### config.mk
export PLATFORM = sky130hd
export DESIGN_NAME = regs_dump
export DESIGN_NICKNAME = d
export VERILOG_FILES = /design/src/rtl/regs_dump_pkg.sv /design/src/rtl/regs_dump.sv
export SDC_FILE = /design/constraint.sdc
export NUM_CORES = 1
export LEC_CHECK = 0
export CAP_MARGIN = 20
export CORE_UTILIZATION = 43
export CTS_CLUSTER_SIZE = 16
export DETAILED_ROUTE_END_ITERATION = 8
export PLACE_DENSITY = 0.81
export SYNTH_ARGS = -nofsm -noshare
export SYNTH_HDL_FRONTEND = slang
export SYNTH_SLANG_ARGS = --single-unit
export TNS_END_PERCENT = 30
### constraint.sdc
create_clock -name clk -period 2 [get_ports clk]
set_input_delay 0.2 -clock clk [delete_from_list [all_inputs] [get_ports clk]]
set_output_delay 0.2 -clock clk [all_outputs]
set_load 0.01 [all_outputs]
### src/rtl/regs_dump_pkg.sv
// Shared constants and FSM state type for the register-file dump reader.
package regs_dump_pkg;

    localparam int REG_ADDR_W = 5;
    localparam int NUM_REGS   = 32;

    typedef enum logic [2:0] {
        IDLE = 3'd0,
        LOAD = 3'd1,
        SEND = 3'd2,
        CSUM = 3'd3,
        DONE = 3'd4
    } state_t;

endpackage

### src/rtl/regs_dump.sv
// Walks register addresses FIRST..LAST and streams {addr, value} beats over valid/ready.
// Optional trailing XOR checksum beat is enabled by defining REGS_DUMP_CSUM_EN.
module regs_dump
    import regs_dump_pkg::*;
#(
    parameter int n     = 8,
    parameter int FIRST = 1,
    parameter int LAST  = 31
) (
    input  logic                  clk,
    input  logic                  reset,
    input  logic                  start,
    output logic                  busy,
    output logic                  done,
    output logic [REG_ADDR_W-1:0] raddr,
    input  logic [n-1:0]          rdata,
    output logic                  out_valid,
    input  logic                  out_ready,
    output logic [REG_ADDR_W-1:0] out_addr,
    output logic [n-1:0]          out_data,
    output logic                  out_last,
    output logic [2:0]            dbg_state
);

    // Stream handshake: a beat transfers on a rising edge where out_valid && out_ready;
    // once out_valid is high, out_addr/out_data/out_last hold until that transfer.

    localparam logic [REG_ADDR_W-1:0] FIRST_A = REG_ADDR_W'(FIRST);
    localparam logic [REG_ADDR_W-1:0] LAST_A  = REG_ADDR_W'(LAST);

    state_t                r_state;
    logic [REG_ADDR_W-1:0] r_idx;
    logic                  r_out_valid;
    logic                  r_out_last;
    logic [REG_ADDR_W-1:0] r_out_addr;
    logic [n-1:0]          r_out_data;
    logic                  w_hs;
`ifdef REGS_DUMP_CSUM_EN
    logic [n-1:0]          r_csum;
`endif

    assign w_hs = r_out_valid && out_ready;

    always_ff @(posedge clk) begin
        if (reset) begin
            r_state     <= IDLE;
            r_idx       <= FIRST_A;
            r_out_valid <= 1'b0;
            r_out_last  <= 1'b0;
            r_out_addr  <= '0;
            r_out_data  <= '0;
`ifdef REGS_DUMP_CSUM_EN
            r_csum      <= '0;
`endif
        end else begin
            case (r_state)
                IDLE: begin
                    if (start) begin
                        r_state <= LOAD;
                        r_idx   <= FIRST_A;
`ifdef REGS_DUMP_CSUM_EN
                        r_csum  <= '0;
`endif
                    end
                end
                LOAD: begin
                    r_out_data  <= rdata;
                    r_out_addr  <= r_idx;
                    r_out_valid <= 1'b1;
`ifdef REGS_DUMP_CSUM_EN
                    r_out_last  <= 1'b0;
                    r_csum      <= r_csum ^ rdata;
`else
                    r_out_last  <= (r_idx == LAST_A);
`endif
                    r_state     <= SEND;
                end
                SEND: begin
                    if (w_hs) begin
                        if (r_idx != LAST_A) begin
                            r_out_valid <= 1'b0;
                            r_idx       <= r_idx + 1'b1;
                            r_state     <= LOAD;
                        end else begin
`ifdef REGS_DUMP_CSUM_EN
                            // Checksum beat is presented immediately, no extra LOAD cycle.
                            r_out_valid <= 1'b1;
                            r_out_addr  <= '0;
                            r_out_data  <= r_csum;
                            r_out_last  <= 1'b1;
                            r_state     <= CSUM;
`else
                            r_out_valid <= 1'b0;
                            r_state     <= DONE;
`endif
                        end
                    end
                end
`ifdef REGS_DUMP_CSUM_EN
                CSUM: begin
                    if (w_hs) begin
                        r_out_valid <= 1'b0;
                        r_state     <= DONE;
                    end
                end
`endif
                DONE: begin
                    r_state <= IDLE;
                    r_idx   <= FIRST_A;
                end
                default: r_state <= IDLE;
            endcase
        end
    end

    assign raddr     = r_idx;
    assign busy      = (r_state != IDLE);
    assign done      = (r_state == DONE);
    assign out_valid = r_out_valid;
    assign out_last  = r_out_last;
    assign out_addr  = r_out_addr;
    assign out_data  = r_out_data;
    assign dbg_state = r_state;

endmodule

# --- Word level (Yosys, flattened, before mapping) ---
# Cells that the tools add are included.
totals:
  out_inout_bits: 25
  in_bits: 12
  ff_bits: 23
  word_cells: 33
op_classes:
  eq_ne: 8
  n_reduce_logical: 8
  muxes: 10
  add_sub_neg: 1
op_table:
  columns: ["operator", "count"]
  rows:
  - ["$mux W5", 3]
  - ["$pmux W5 S3", 1]
  - ["$mux W3", 3]
  - ["$pmux W3 S3", 1]
  - ["$ne A2 B2 Y1 const B", 3]
  - ["$reduce_bool A3 Y1", 2]
  - ["$add A5 B1 Y5 const B", 1]
  - ["$eq A5 B5 Y1 const B", 1]
  - ["$ne A5 B5 Y1 const B", 1]
  - ["$reduce_and A2 Y1", 2]
  - ["$reduce_and A4 Y1", 1]
  - ["$eq A3 B1 Y1 const B", 1]
  - ["$eq A3 B2 Y1 const B", 1]
  - ["$eq A3 B3 Y1 const B", 1]
  - ["$logic_not A3 Y1", 1]
  - ["$pmux W1 S2", 1]
  - ["$reduce_bool A2 Y1", 1]
  - ["$logic_and A1 B1 Y1", 1]
  - ["$mux W1", 1]

# --- Logic depth before layout (Yosys ltp) ---
# Gate-level depths: netlist of run 1.
depth:
  ltp_word: 4
  mapped_depth: 7
  mapped_depth_nobuf: 6

# --- Least setup slack after synthesis of run 1 ---
# No wires, ideal clock.
synth_timing:
  kind: "register -> register"
  from: "register r_idx[0], in the netlist raddr[0]"
  to: "register r_idx[0], in the netlist raddr[0]"
  path_stages_with_launch: 8
  period_less_slack_ns: 1.833
  n_path_buf: 1
  required_ns: 1.880
  setup_ns: 0.120
  arrival_ns: 1.714
  path_slack_ns: 0.167
  cell_sequence: "dfxtp_1 -> ha_1 -> and3_1 -> ha_1 -> and3b_1 -> clkbuf_1 -> a22o_2 -> o31a_1"
synth_between:
  elab_chain_cells: 4
  word_cells_on_any_way: 7
  cone_classes: "add/sub (1); eq/ne (2); mux (3); reduce/logical (1)"
synth_rtl:
  columns: ["element", "line", "rtl"]
  rows:
  - ["start: declaration", "regs_dump.sv:32", "logic [REG_ADDR_W-1:0] r_idx;"]
  - ["start signal: assignment", "regs_dump.sv:82", "r_idx <= r_idx + 1'b1;"]
  - ["$add A5 B1 Y5", "regs_dump.sv:82", null]
  - ["$mux W5", "regs_dump.sv:80", "if (r_idx != LAST_A) begin"]
  - ["$mux W5", "regs_dump.sv:79", "if (w_hs) begin"]
  - ["$pmux W5 S3", "regs_dump.sv:56", "case (r_state)"]
# Several ways; a longest one is shown, not always the timed one. The select of a mux whose other input is x is not followed.
# A chain may end at the register's enable or synchronous reset.

# --- Final worst setup path of run 1 ---
# Ends and elaborated chain as after synthesis.

==> impl_metrics.py, run 1 <==
metrics = {
    "finish": {
        "drive_gt1_share_pct": 7.79,
        "diodes": 0,
        "final_nets": 169,
        "fin_util_pct": 63.6,
        "area_delta_synth_final_pct": 38.5,
    },
    "setup_path": {
        "crit_slowest_cell": "dfxtp_1",
        "worstSetupEndpointType": "flip-flop",
        "crit_buf_inv": 0,
        "startpoint": "raddr[0]",
        "timing.critical_path.mode_cell": "ha_1",
        "worst-r2r-cell-count": 6,
        "cp-start-kind": "flip-flop",
        "critPathMaxStageDelay_ns": 0.42,
        "cp.arrival_ns": 2.08,
        "cp_top_family": "compound AO/OA/AOI/OAI gates",
        "crit_chain": "ha_1, and3_1, ha_1, and3b_1, a22o_2, o31a_1",
        "required_ns": 2.21,
        "r2r_end": "raddr[0]",
        "critPathKind": "reg2reg",
        "crit_cells": 6,
        "r2r_slack_ns": 0.13,
        "crit_path_end": "raddr[0]",
        "timing.rr.start": "raddr[0]",
        "critPathMaxFanout": 6,
    },
    "route": {
        "wl_per_cell_um": 12.5,
        "antenna_left": 0,
        "drt_iter0_drc": 12,
        "firstDrtPassIters": 5,
        "drc": 0,
        "wirelength_um": 2270,
        "vias": 932,
        "vias_per_cell": 5.12,
    },
    "global_route": {
        "grt_usage_pct": 19.6,
        "grt.overflow.total": 0,
        "use_met3_pct": 4.46,
        "grt_max_degree": 17,
        "grt-busiest-layer": "met2",
        "use_met1_pct": 24.5,
        "grt_util_met2_pct": 31.6,
        "grt_pass1_vias": 861,
        "antenna_found_initial": 0,
        "grt_pass1_wl_um": 3780,
    },
    "logic_synthesis": {
        "avgSynthCellArea_sq_um": 8.62,
        "async_flop_share_pct": 0,
        "syn_nets": 133,
        "netlist_top_cells_area": "dfxtp_1, nand2_1, a21oi_1",
        "synthFlopType": "dfxtp_1",
        "synth_most_common_cell": "nand2_1",
        "synth-edff-count": 0,
        "yosysTopAreaCellShare_pct": 44.9,
        "ys_seq_elements": 23,
        "ys_top_cells_by_count": "nand2_1, dfxtp_1, a21oi_1",
        "synth_top_area_cell": "dfxtp_1",
        "synth_cells": 119,
        "ys_types": 32,
        "synthesis.area_sq_um": 1030,
        "yosysSeqAreaShare_pct": 44.9,
        "yosysWarnings": 0,
    },
    "power": {
        "swShare_pct": 25.7,
        "vdd_drop_max_mv": 0.467,
        "power.density_nw_per_um2": 593,
        "power.share.sequential_pct": 58.2,
        "p_sw_uw": 216,
        "p_comb_share_pct": 16.6,
        "p_int_uw": 627,
        "p_leak_uw": 0.000516,
        "clkPwrFrac_pct": 25.2,
    },
    "flow_run": {
        "max_cap_viol_count": 0,
    },
    "timing": {
        "hold_violations": 0,
        "period_share_pct": 93.4,
        "finalClockSkew_ns": 0.00432,
        "finalMaxSlewViolations": 0,
        "worst_pin_slew_ns": 0.483,
        "hold_ws_ns": 0.427,
        "fmax_ghz": 0.535,
        "layout_min_cycle_time_ns": 1.87,
        "rsz0062_at_grt": "no",
        "max-slew-margin-rel_pct": 67.7,
        "setup_tns_ns": 0,
        "setup_viol": 0,
    },
    "cts": {
        "clk_latency_ns": 0.31,
        "clockBufferDepth": 2,
        "clk_pin_slew_worst_paths_ns": 0.13,
        "cts_tree": "done",
        "clock_sink_count": 23,
        "cts.root.buffer_cell": "clkbuf_4",
        "cts_resized": 0,
        "cts_htree_levels": 1,
        "postCtsSetupBuffers": 0,
        "ctsHoldBuffers": 0,
        "cts_buffers": 3,
    },
    "die": {
        "ios": 37,
        "core-area_sq_um": 2230,
        "fp.dieW_um": 50.8,
        "die_h_um": 50.8,
        "row_count": 17,
        "die-area_sq_um": 2590,
        "initial_core_util_pct": 45.9,
    },
    "hold_path": {
        "hp-class": "in2reg",
    },
    "placement": {
        "numPortBuffers": 36,
        "hpwl_um": 1650,
        "place.gp.congestion": 0.789,
    },
    "run_status": {
        "status": "complete, no violations",
    },
}
==> sequential cells by signal, summed over array words and instances, names as in the netlist <==
name,count
raddr,5
out_last,1
dbg_state,3
out_addr,5
out_valid,1
out_data,8
==> per-layer routing <==
| metal | vias up | share of wire [%] |
|---|---|---|
| met3 | 4 | 4.6 |
| met5 | - | 0 |
| met1 | 424 | 45 |
| met2 | 24 | 50 |
| met4 | 0 | 0.84 |
| li1 | 480 | - |
==> worst min path at each step <==
stage                start           to  slack [ns]  cells past startpoint
2_1_floorplan     rdata[0]  out_data[0]        0.34                      2
3_3_place_gp   out_data[7]  out_data[7]        0.44                      2
6_report          rdata[4]  out_data[4]        0.43                      3
4_1_cts           rdata[7]  out_data[7]        0.41                      3
5_1_grt           rdata[2]  out_data[2]        0.42                      3
3_5_place_dp   out_addr[3]  out_addr[3]        0.45                      2
==> kinds of logic (layout without fill, tap and decap cells) <==
logic type / count (synthesis) / in the layout / synth area share (%)
adders and majority gates: 2 / 2 / 2.44
AOI/OAI and AO/OA: 20 / 20 / 11.6
buffers and inverters: 9 / 44 / 5.61
and+or+nand+nor: 62 / 62 / 32.6
DFF: 23 / 23 / 44.9
muxes: 3 / 3 / 2.93
==> power groups by stage <==
| stage | Combinational, uW | Clock (uW) | Sequential, uW |
|---|---|---|---|
| floorplan | 73.7 | 0 | 501 |
| global placement | 137 | 0 | 500 |
| detailed placement | 139 | 0 | 501 |
| CTS | 140 | 219 | 491 |
| global route | 152 | 241 | 494 |
| finish | 140 | 213 | 491 |
==> final cells by class <==
type / instances / area [sq um]
fill: 195 / 812
multi-input combinational: 87 / 508
sequential: 23 / 460
timing repair buffer: 40 / 390
tap: 28 / 35.0
clock buffer: 3 / 22.5
clock inverter: 1 / 5.00
==> worst register-to-register path: stages (launching register included) <==
cell and delay (ns):
dfxtp_1 0.42, ha_1 0.21, and3_1 0.17, ha_1 0.18, and3b_1 0.25, a22o_2 0.30
o31a_1 0.24
==> metrics by stage <==
step                      instances  total power (uW)  setup WS, ns  cell area, sq um
after floorplan                 119               574         0.167              1030
after global placement          178               637         0.233              1390
after detailed placement        178               641         0.170              1390
after CTS                       182               850         0.129              1420
after global routing            182               887        0.0426              1420
final                           182               843         0.132              1420
==> cells in the final DEF (no fill, tap or decap), types with 2 or more instances in the layout <==
cell,count
a21oi_1,15
and3_1,2
buf_4,4
clkbuf_4,3
clkdlybuf4s50_1,36
dfxtp_1,23
ha_1,2
mux2i_1,3
nand2_1,31
nand2b_1,5
nand3_1,2
nand3b_1,4
nor2_1,4
nor3b_2,2
Power figures use the tool's default switching activity.
==> run 2, diff against run 1 <==
--- a/config.mk
+++ b/config.mk
@@ -10,6 +10,7 @@
 export CTS_CLUSTER_SIZE = 16
 export DETAILED_ROUTE_END_ITERATION = 8
 export PLACE_DENSITY = 0.81
+export RECOVER_POWER = 25
 export SYNTH_ARGS = -nofsm -noshare
 export SYNTH_HDL_FRONTEND = slang
 export SYNTH_SLANG_ARGS = --single-unit
==> impl_metrics.py, run 2 (same netlist as run 1, synthesis figures left out) <==
metrics = {
    "route": {
        "drt_iter0_drc": 14,
        "dr_wl_met2_um": 1130,
        "wl_met1_um": 1020,
        "antenna_left": 0,
        "firstDrtPassIters": 5,
        "vias": 933,
        "wl_met3_um": 107,
        "top_layer": "met4",
        "wirelength_um": 2270,
        "vias_per_cell": 5.13,
        "drc": 0,
        "wl_per_cell_um": 12.5,
    },
    "finish": {
        "area_delta_synth_final_pct": 38.5,
        "drive_gt1_share_pct": 7.79,
        "largest_reg_flops": 8,
        "final_nets": 169,
        "diodes": 0,
        "final_area_sq_um": 1420,
        "final_cell_mix": "nand2_1, clkdlybuf4s50_1, dfxtp_1, a21oi_1, dlygate4sd3_1",
        "layout_commonest_cell": "nand2_1",
    },
    "die": {
        "die_h_um": 50.8,
        "ios": 37,
        "core-area_sq_um": 2230,
        "row_count": 17,
        "die-area_sq_um": 2590,
        "fp.dieW_um": 50.8,
        "initial_core_util_pct": 45.9,
    },
    "timing": {
        "worst_pin_slew_ns": 0.483,
        "layout_min_cycle_time_ns": 1.87,
        "setup_viol": 0,
        "fmax_ghz": 0.535,
        "finalClockSkew_ns": 0.00429,
        "hold_violations": 0,
        "finalMaxSlewViolations": 0,
        "period_share_pct": 93.4,
        "worst_slack_ns": 0.132,
        "rsz0062_at_grt": "no",
        "setup_tns_ns": 0,
        "max-slew-margin-rel_pct": 67.7,
    },
    "setup_path": {
        "r2r_end": "raddr[0]",
        "timing.rr.start": "raddr[0]",
        "critPathKind": "reg2reg",
        "worstSetupEndpointType": "flip-flop",
        "critPathMaxFanout": 6,
        "crit_path_end": "raddr[0]",
        "cp-start-kind": "flip-flop",
        "worst-r2r-cell-count": 6,
        "startpoint": "raddr[0]",
        "cp.arrival_ns": 2.08,
        "r2r_slack_ns": 0.13,
        "required_ns": 2.22,
    },
    "cts": {
        "cts_resized": 0,
        "cts.root.buffer_cell": "clkbuf_4",
        "cts_tree": "done",
        "ctsHoldBuffers": 0,
        "postCtsSetupBuffers": 0,
        "clk_latency_ns": 0.31,
        "clk_pin_slew_worst_paths_ns": 0.13,
        "clockBufferDepth": 2,
        "cts_buffers": 3,
        "cts_htree_levels": 1,
        "clock_sink_count": 23,
    },
    "placement": {
        "place.gp.congestion": 0.789,
        "hpwl_um": 1650,
        "placed_area_sq_um": 1390,
        "pre_cts_ws_ns": 0.170,
        "numPortBuffers": 36,
    },
    "power": {
        "p_leak_uw": 0.000549,
        "vdd_drop_max_mv": 0.466,
        "power.density_nw_per_um2": 591,
    },
    "global_route": {
        "antenna_found_initial": 0,
        "grt.overflow.total": 0,
        "grt_pass1_wl_um": 3780,
        "grt_max_degree": 17,
        "grt_usage_pct": 19.6,
        "grt_pass1_vias": 861,
    },
    "hold_path": {
        "hold_depth": 3,
        "hp-class": "in2reg",
    },
    "run_status": {
        "status": "complete, no violations",
    },
    "flow_run": {
        "max_cap_viol_count": 0,
    },
}
==> run 2: cell types whose count changed in the layout (fill, tap and decap cells not counted), sizes merged <==
cell | before | now
dlygate4sd3 | 0 | 10
clkdlybuf4s50 | 36 | 26
==> run 2: layout make-up <==
cell class / instances / area [sq um]
clock buffers: 3 / 22.5
flip-flops and latches: 23 / 460
repair buffers: 40 / 390
fillers: 195 / 812
clock inverters: 1 / 5.00
multi-input cells: 87 / 508
well taps: 28 / 35.0
==> run 2: worst max-delay path, stage by stage, from the launching register on <==
cell and delay, ns:
dfxtp_1 0.42, ha_1 0.21, and3_1 0.17, ha_1 0.18, and3b_1 0.25, a22o_2 0.30
o31a_1 0.24
==> run 2: through the flow <==
stage               utilization, %  instances  hold slack [ns]  total power [uW]
floorplan                        -        119            0.336               574
global placement              62.4        178            0.443               637
detailed placement            62.4        178            0.445               641
CTS                           63.6        182            0.414               850
global route                  63.6        182            0.425               884
finish                        63.6        182            0.427               840
==> run 2: worst min path at each step <==
| stage | startpoint | end | slack, ns |
|---|---|---|---|
| after floorplan | rdata[0] | out_data[0] | 0.34 |
| after global placement | out_data[7] | out_data[7] | 0.44 |
| after detailed placement | out_addr[3] | out_addr[3] | 0.45 |
| after CTS | rdata[7] | out_data[7] | 0.41 |
| final | rdata[4] | out_data[4] | 0.43 |
| after global routing | rdata[2] | out_data[2] | 0.42 |
==> run 2: power by group <==
group / leakage (uW) / switching [uW] / total, uW / internal, uW
sequential: 0.000187 / 16.6 / 490 / 474
combinational: 0.000344 / 61.5 / 137 / 75.7
clock: 0.0000177 / 138 / 213 / 74.7
==> run 2: per-layer routing <==
layer,vias up,track usage (%)
li1,480,-
met1,425,24.5
met2,24,31.6
met3,4,4.46
met4,0,9.72
met5,-,0
==> run 3, diff against run 2 <==
--- a/config.mk
+++ b/config.mk
@@ -11,6 +11,7 @@
 export DETAILED_ROUTE_END_ITERATION = 8
 export PLACE_DENSITY = 0.81
 export RECOVER_POWER = 25
+export SLEW_MARGIN = 30
 export SYNTH_ARGS = -nofsm -noshare
 export SYNTH_HDL_FRONTEND = slang
 export SYNTH_SLANG_ARGS = --single-unit
==> results of run 3 <==
The final DEF is identical to that of run 2; final timing and power are the same.
